[config.mk]
export PLATFORM = sky130hd
export DESIGN_NAME = top_k_tracker
export DESIGN_NICKNAME = d
export VERILOG_FILES = /design/src/rtl/top_k_tracker.sv
export SDC_FILE = /design/constraint.sdc
export NUM_CORES = 1
export LEC_CHECK = 0
export ABC_CLOCK_PERIOD_IN_PS = 5200
export BUFFER_PORTS_ARGS = -buffer_cell sky130_fd_sc_hd__buf_2
export CAP_MARGIN = 20
export CORE_AREA = 3 3 171 173
export DETAILED_ROUTE_END_ITERATION = 10
export DIE_AREA = 0 0 174 176
export PLACE_DENSITY = 0.51
export SLEW_MARGIN = 20
export SYNTH_ARGS = -nofsm -noshare
export SYNTH_HDL_FRONTEND = slang
export SYNTH_SLANG_ARGS = --single-unit
[constraint.sdc]
create_clock -name clk_i -period 5.2 [get_ports clk_i]
set_clock_uncertainty 0.05 [all_clocks]
set_input_delay 0.52 -clock clk_i [delete_from_list [all_inputs] [get_ports clk_i]]
set_output_delay 0.52 -clock clk_i [all_outputs]
set_load 0.03 [all_outputs]
[src/rtl/top_k_tracker.sv]
// top_k_tracker: streaming rank tracker holding the K largest samples seen
// since the last clear. The table is a descending sorted register array, and
// occupied slots are always contiguous from rank 0. It reports the K-th
// largest sample every cycle, a random-access rank readout and a per-frame
// result.
module top_k_tracker #(
  parameter int W          = 32,
  parameter int K          = 2,
  parameter bit SIGNED     = 1'b0,
  parameter bit AUTO_CLEAR = 1'b1,
  localparam int IW        = (K > 1) ? $clog2(K) : 1,
  localparam int CW        = $clog2(K + 1)
) (
  input  logic          clk_i,
  input  logic          reset_i,
  input  logic          clear_i,
  input  logic          in_valid_i,
  input  logic [W-1:0]  in_data_i,
  input  logic          in_last_i,
  input  logic [IW-1:0] rd_idx_i,
  output logic [W-1:0]  rd_data_o,
  output logic          rd_valid_o,
  output logic [W-1:0]  kth_data_o,
  output logic          kth_valid_o,
  output logic [CW-1:0] count_o,
  output logic          frame_done_o,
  output logic [W-1:0]  frame_kth_o,
  output logic          frame_kth_valid_o
);

  localparam logic [CW-1:0] K_CNT = CW'(K);

  logic [W-1:0]  data_q [K];
  logic [K-1:0]  occ_q;
  logic [CW-1:0] count_q, count_d;
  logic [W-1:0]  ins_data [K];
  logic [K-1:0]  ins_occ;
  logic [W-1:0]  nxt_data [K];
  logic [K-1:0]  nxt_occ;
  logic [W-1:0]  rd_data_q, rd_data_d;
  logic          rd_valid_q, rd_valid_d;
  logic          frame_done_q;
  logic [W-1:0]  frame_kth_q;
  logic          frame_kth_valid_q;
  logic          accept, frame_end;

  // Strict greater-than in the configured number format.
  function automatic logic gt(input logic [W-1:0] a, input logic [W-1:0] b);
    if (SIGNED) return $signed(a) > $signed(b);
    else        return a > b;
  endfunction

  // A clear in the same cycle drops the sample, including its frame end.
  assign accept    = in_valid_i && !clear_i;
  assign frame_end = accept && in_last_i;

  // Build the table as it would look with in_data inserted. Because the table
  // is sorted, the "take" flag is monotonic: the first slot that takes the
  // sample stores it, and every later taking slot takes its upper neighbour.
  always_comb begin
    logic [W-1:0] prev_data;
    logic         prev_occ;
    logic         prev_take;
    logic         take;
    prev_data = '0;
    prev_occ  = 1'b0;
    prev_take = 1'b0;
    take      = 1'b0;
    for (int i = 0; i < K; i++) begin
      take        = !occ_q[i] || gt(in_data_i, data_q[i]);
      ins_data[i] = data_q[i];
      ins_occ[i]  = occ_q[i];
      if (take) begin
        if (prev_take) begin
          ins_data[i] = prev_data;
          ins_occ[i]  = prev_occ;
        end else begin
          ins_data[i] = in_data_i;
          ins_occ[i]  = 1'b1;
        end
      end
      prev_data = data_q[i];
      prev_occ  = occ_q[i];
      prev_take = take;
    end
  end

  // Next table state: flush, insert or hold.
  always_comb begin
    nxt_data = data_q;
    nxt_occ  = occ_q;
    count_d  = count_q;
    if (clear_i || (frame_end && AUTO_CLEAR)) begin
      for (int i = 0; i < K; i++) nxt_data[i] = '0;
      nxt_occ = '0;
      count_d = '0;
    end else if (accept) begin
      nxt_data = ins_data;
      nxt_occ  = ins_occ;
      if (count_q < K_CNT) count_d = count_q + 1'b1;
    end
  end

  // Rank readout taken from the post-edge table; ranks beyond K read as empty.
  always_comb begin
    rd_data_d  = '0;
    rd_valid_d = 1'b0;
    if (int'(rd_idx_i) < K) begin
      rd_data_d  = nxt_data[rd_idx_i];
      rd_valid_d = nxt_occ[rd_idx_i];
    end
  end

  // Table, readout and frame-result registers. The frame result captures the
  // post-insertion last rank, even when auto-clear empties the table.
  always_ff @(posedge clk_i or posedge reset_i) begin
    if (reset_i) begin
      for (int i = 0; i < K; i++) data_q[i] <= '0;
      occ_q             <= '0;
      count_q           <= '0;
      rd_data_q         <= '0;
      rd_valid_q        <= 1'b0;
      frame_done_q      <= 1'b0;
      frame_kth_q       <= '0;
      frame_kth_valid_q <= 1'b0;
    end else begin
      data_q       <= nxt_data;
      occ_q        <= nxt_occ;
      count_q      <= count_d;
      rd_data_q    <= rd_data_d;
      rd_valid_q   <= rd_valid_d;
      frame_done_q <= frame_end;
      if (frame_end) begin
        frame_kth_q       <= ins_data[K-1];
        frame_kth_valid_q <= ins_occ[K-1];
      end
    end
  end

  assign rd_data_o         = rd_data_q;
  assign rd_valid_o        = rd_valid_q;
  assign kth_data_o        = data_q[K-1];
  assign kth_valid_o       = occ_q[K-1];
  assign count_o           = count_q;
  assign frame_done_o      = frame_done_q;
  assign frame_kth_o       = frame_kth_q;
  assign frame_kth_valid_o = frame_kth_valid_q;

endmodule

## Word-level counts from Yosys, hierarchy flattened

Cells that the tools add are included.
Widths: inputs -> output; s select.

| word-level totals | value |
|---|---|
| output and inout bits | 102 |
| bits of input ports | 38 |
| register bits after elaboration | 135 |
| word-level logic and storage cells | 45 |

| operators by class | value |
|---|---|
| bitwise operators | 1 |
| reduce and logical (&&, ||, !) cells | 11 |
| $add $sub $neg | 1 |
| mux-type cells | 18 |
| magnitude comparators | 5 |

Operators with widths:

| operator | number |
|---|---|
| $mux 32 | 6 |
| $mux 64 | 2 |
| $gt 32x32->1 | 2 |
| $mux 2 | 5 |
| $mux 1 | 5 |
| $reduce_bool 2->1 | 2 |
| $logic_not 1->1 | 3 |
| $logic_or 1x1->1 | 3 |
| $add 2x1->2 const B | 1 |
| $ge 2x2->1 const B | 1 |
| $logic_and 1x1->1 | 2 |
| $lt 1x2->1 const B | 1 |
| $lt 2x2->1 const B | 1 |
| $not 1->2 | 1 |
| $reduce_and 2->1 | 1 |

## Logic depth before layout (Yosys ltp)

| depth | value |
|---|---|
| depth in word-level cells | 9 |
| depth in mapped cells | 12 |
| depth with buffers taken out | 9 |

## Least setup slack after synthesis

No wires, ideal clock.

| timing path | value |
|---|---|
| kind | input port to flip-flop |
| start point | in in_data_i[15] |
| end point | reg rd_data_q[10], in the netlist rd_data_o[10] |
| cell stages on the path | 11 |
| slack | 2.236 ns |
| arrival | 2.772 ns |
| buffers on the path | 3 |
| library setup time | 0.142 ns |
| path through | ha_1 -> nand4_1 -> or4_4 -> or2_1 -> nor2b_1 -> buf_2 -> a211o_1 -> buf_4 -> buf_8 -> mux2i_1 -> o32ai_1 |

| between the ends | value |
|---|---|
| word-level cells in the longest chain between the ends | 9 |
| elaborated cells on any way between the ends | 12 |
| classes of those cells | 2 x order compare; 8 x mux; 2 x reduce/logical |

RTL lines:

| element | RTL line | text |
|---|---|---|
| start: declaration | 18 | `input logic [W-1:0] in_data_i,` |
| $gt 32x32->1 | 50 | `else return a > b;` |
| $logic_or 1x1->1 | 70 | `take = !occ_q[i] \|\| gt(in_data_i, data_q[i]);` |
| $mux 32 | 74 | `if (prev_take) begin` |
| $mux 32 | 73 | `if (take) begin` |
| $mux 64 (*) | 97 | `end else if (accept) begin` |
| $mux 64 (*) | 93 | `if (clear_i \|\| (frame_end && AUTO_CLEAR)) begin` |
| $mux 32 (implied by the code) (*) (3 in a row) | 109 | `rd_data_d = nxt_data[rd_idx_i];` |
| via rd_data_d[10] | 40 | `logic [W-1:0] rd_data_q, rd_data_d;` |
| end signal: assignment | 130 | `rd_data_q <= rd_data_d;` |
| end: declaration | 40 |  |

The timed path passes the listed nets; every way through them passes the cells marked *. The select of a mux whose other input is x is not followed.
A chain may end at the register's enable or synchronous reset.

## Worst setup path in the final report

| timing path | value |
|---|---|
| start point | reg data_q[47] (netlist bit) |
| end point | reg rd_data_q[30], in the netlist rd_data_o[30] |

| between the ends | value |
|---|---|
| word-level cells in the longest chain between the ends | 9 |
| elaborated cells on any way between the ends | 10 |
| classes of those cells | 1 x order compare; 8 x mux; 1 x reduce/logical |

RTL lines:

| element | RTL line | text |
|---|---|---|
| start: declaration | 33 | `logic [W-1:0] data_q [K];` |
| start signal: assignment | 127 | `data_q <= nxt_data;` |
| $gt 32x32->1 (*) | 50 |  |
| $logic_or 1x1->1 (*) | 70 |  |
| $mux 32 | 74 |  |
| $mux 32 | 73 |  |
| $mux 64 (*) | 97 |  |
| $mux 64 (*) | 93 |  |
| $mux 32 (implied by the code) (*) (3 in a row) | 109 |  |
| via rd_data_d[30] | 40 |  |

Marks and branches as above.

==> flow_summary.ini <==
[setup_path]
arrival_ns = 4.12
rrSetupSlack_ns = 1.30
crit_start = data_q[47]
crit_slowest_cell = or4_4
reg2reg_from = data_q[47]
start_kind = register
crit_family = simple AND/OR/NAND/NOR gates
worst-path-buf-inv = 2
path_max_fanout = 18
rr_endpoint = rd_data_o[30]
cp_num_cells = 10
worstPathRequired_ns = 5.42
path_cells = inv_1, ha_1, nand4_1, or4_4, or2_1, nor2b_1, a211o_2, buf_4, mux2i_1, o32ai_1
endpoint = rd_data_o[30]
reg2reg_depth = 10
crit_type = reg2reg
end_kind = register
max_stage_delay_ns = 0.63

[clock_tree]
cts_inserted_buffers = 17
clock_sinks = 135
clockBufferDepth = 2
cts_setup_buffers = 0
clkTransAtPathRegs_ns = 0.06
cts_root_buffer = clkbuf_16
cts_hold_buf = 0
ctsHtreeMaxLevel = 4
cts_tree = built
clock_latency_ns = 0.42
post_cts_resized = 0

[floorplanning]
chipWidth_um = 174
die-area_um2 = 30600
num_rows = 61
die_h_um = 176
coreArea_um2 = 27800
start_util_pct = 29.8
ioPinCount = 140

[logic_synthesis]
synth_nets = 980
synth.most_common_cell = dfrtp_1
synth_top_area_share_pct = 40.7
synth-seq-area-share_pct = 40.7
async_reset_ff_share_pct = 100
yosys_warnings = 0
yosys_register_bits = 135
synth_flop_cell = dfrtp_1
synth.top_cells.by_area = dfrtp_1 (41%), ha_1 (9.7%), a32o_1 (6.3%)
synthTopCellsByCount = dfrtp_1 (135), nor2_1 (75), inv_1 (68), nor3_1 (65), ha_1 (64)
syn_inst = 878
synthesis.area_um2 = 8290
synth_cell_types = 53
synth_edf_count = 0
yosysTopAreaCell = dfrtp_1
syn_area_per_cell_um2 = 9.44

[detailed_routing]
wl_mm = 28.2
ant_nets = 0
drc = 0
via_count = 7150
drt_iter0_drc = 478
wl_per_cell_um = 20.9
vias_per_cell = 5.30
dr.pass1.iters = 5

[cells_and_area]
multiInputGateArea_um2 = 4160
fill_cells = 2913
drive_gt1_share_pct = 22.2
final_cells = 1350
n_antenna_cell = 0
seqCellArea_um2 = 3380
nets = 1066
syn2layout_area_growth_pct = 15.8

[power_and_ir_drop]
pwr-share-seq_pct = 39.6
p_clk_share_pct = 36.1
netSwitchingFraction_pct = 34.0
power_frac_comb_pct = 24.3
p_switching_mw = 1.03
power_leakage_nw = 4.37
irDropWorstVdd_mv = 0.184
power.internal_mw = 2.01
pwr_density_cell_nw_per_um2 = 316

[sta]
min_period_ns = 3.90
rsz0062_at_grt = false
tightest_slew_ns = 0.910
max_freq_ghz = 0.257
max_slew_margin_pct = 39.4
setup_viol = 0
hold_violations = 0
tns_ns = 0
slew_viol_final = 0
finalCritPeriodShare_pct = 74.9

[global_route]
grt_pass1_vias = 7259
grt_max_degree = 94
grt_pass1_wl_mm = 43.8
antenna_found_initial = 2
grt_usage_pct = 18.4
grt-ovfl-total = 0

[placement]
place_hpwl_mm = 19.0
port_buffers = 139
dp.cells = 1323
gp_congestion = 0.801

[outcome]
status = finished clean

[min_path]
min_path_type = in2async

[job]
maxCapViolCount = 0
-- layout by cell type (no fill, tap or decap), types with 2 or more instances in the layout --
master,netlist,final
o32ai_1,31,31
a2bb2oi_1,2,2
clkinv_2,0,6
clkbuf_1,37,3
and3_1,3,3
nand2_1,49,49
buf_4,35,17
a32o_1,52,52
and2_1,3,3
inv_1,68,67
o2bb2ai_1,2,2
nor3_1,65,65
o21ai_0,44,44
mux2i_1,32,32
or3_1,4,4
a31oi_1,6,6
o21ai_1,20,20
a21o_1,2,2
ha_1,64,64
buf_2,13,139
o22ai_1,6,5
nor3_2,21,21
o21a_1,3,3
o211ai_1,3,3
nor4_1,2,2
nor2_1,75,75
or2_2,2,2
nand3_1,4,4
a21oi_2,2,2
nand4_1,14,14
clkbuf_16,0,17
a211oi_1,16,16
a21oi_1,34,34
nor2b_1,3,3
a221oi_1,3,3
dfrtp_1,135,135
-- worst min path at each step --
stage          slack, ns              end  depth (start not counted)       startpoint
2_1_floorplan       0.46       data_q[63]                          2       data_q[63]
6_report            0.23  frame_kth_o[25]                          2          reset_i
5_1_grt             0.27       count_o[0]                          2          clear_i
3_3_place_gp        0.41  frame_kth_o[27]                          2  frame_kth_o[27]
4_1_cts             0.26       count_o[0]                          2          clear_i
3_5_place_dp        0.42   frame_kth_o[7]                          2   frame_kth_o[7]
-- registers in the layout (all words and copies together), names as in the netlist --
register	flops
frame_kth_valid_o	1
rd_valid_o	1
frame_kth_o	32
frame_done_o	1
count_o	2
kth_data_o	32
data_q	32
occ_q	2
rd_data_o	32
-- logic make-up after synthesis --
| group | after synthesis | share of synthesized area [%] |
|---|---|---|
| AO/OA/AOI/OAI | 235 | 20.6 |
| adder cells (fa/ha/maj) | 64 | 9.66 |
| buffers and inverters | 158 | 9.43 |
| flip-flops | 135 | 40.7 |
| multiplexers | 32 | 3.86 |
| AND/OR/NAND/NOR | 254 | 15.7 |
-- metal layers --
metal	GRT usage (%)	routed length, um	vias to the layer above
met5	0	21	-
met4	5.19	410	4
met3	3.89	1530	28
met2	29.7	12900	199
met1	25.2	13400	3541
li1	-	-	3378
-- power groups by stage --
stage / logic (mW) / registers (mW) / clock network (mW)
2_1_floorplan: 0.407 / 1.33 / 0
3_3_place_gp: 0.737 / 1.22 / 0
3_5_place_dp: 0.743 / 1.22 / 0
4_1_cts: 0.745 / 1.20 / 1.12
5_1_grt: 0.815 / 1.21 / 1.16
6_report: 0.739 / 1.20 / 1.10
-- worst register-to-register path, stage by stage, from the launching register on --
cell and delay [ns]:
dfrtp_1 0.38, inv_1 0.06, ha_1 0.31, nand4_1 0.20, or4_4 0.63, or2_1 0.30, nor2b_1 0.48, a211o_2 0.59
buf_4 0.34, mux2i_1 0.28, o32ai_1 0.11
-- cell type report --
cell class / count / area share, %
clock inverter: 7 / 0.626
multi-input combinational: 585 / 43.4
tap: 378 / 4.93
sequential: 135 / 35.2
clock buffer: 20 / 4.55
inverter: 69 / 2.75
timing repair buffer: 156 / 8.58
-- through the flow --
step                instance area, um^2  setup WS [ns]  util [%]  hold slack (ns)  power [mW]
floorplan                          8290           1.02         -            0.459        1.73
global placement                   9100           1.24      32.8            0.414        1.96
detailed placement                 9100           1.13      32.8            0.424        1.96
CTS                                9600           1.33      34.6            0.260        3.07
global route                       9600           1.03      34.6            0.269        3.19
finish                             9600           1.30      34.6            0.228        3.04
(Power assumes the default switching activity.)
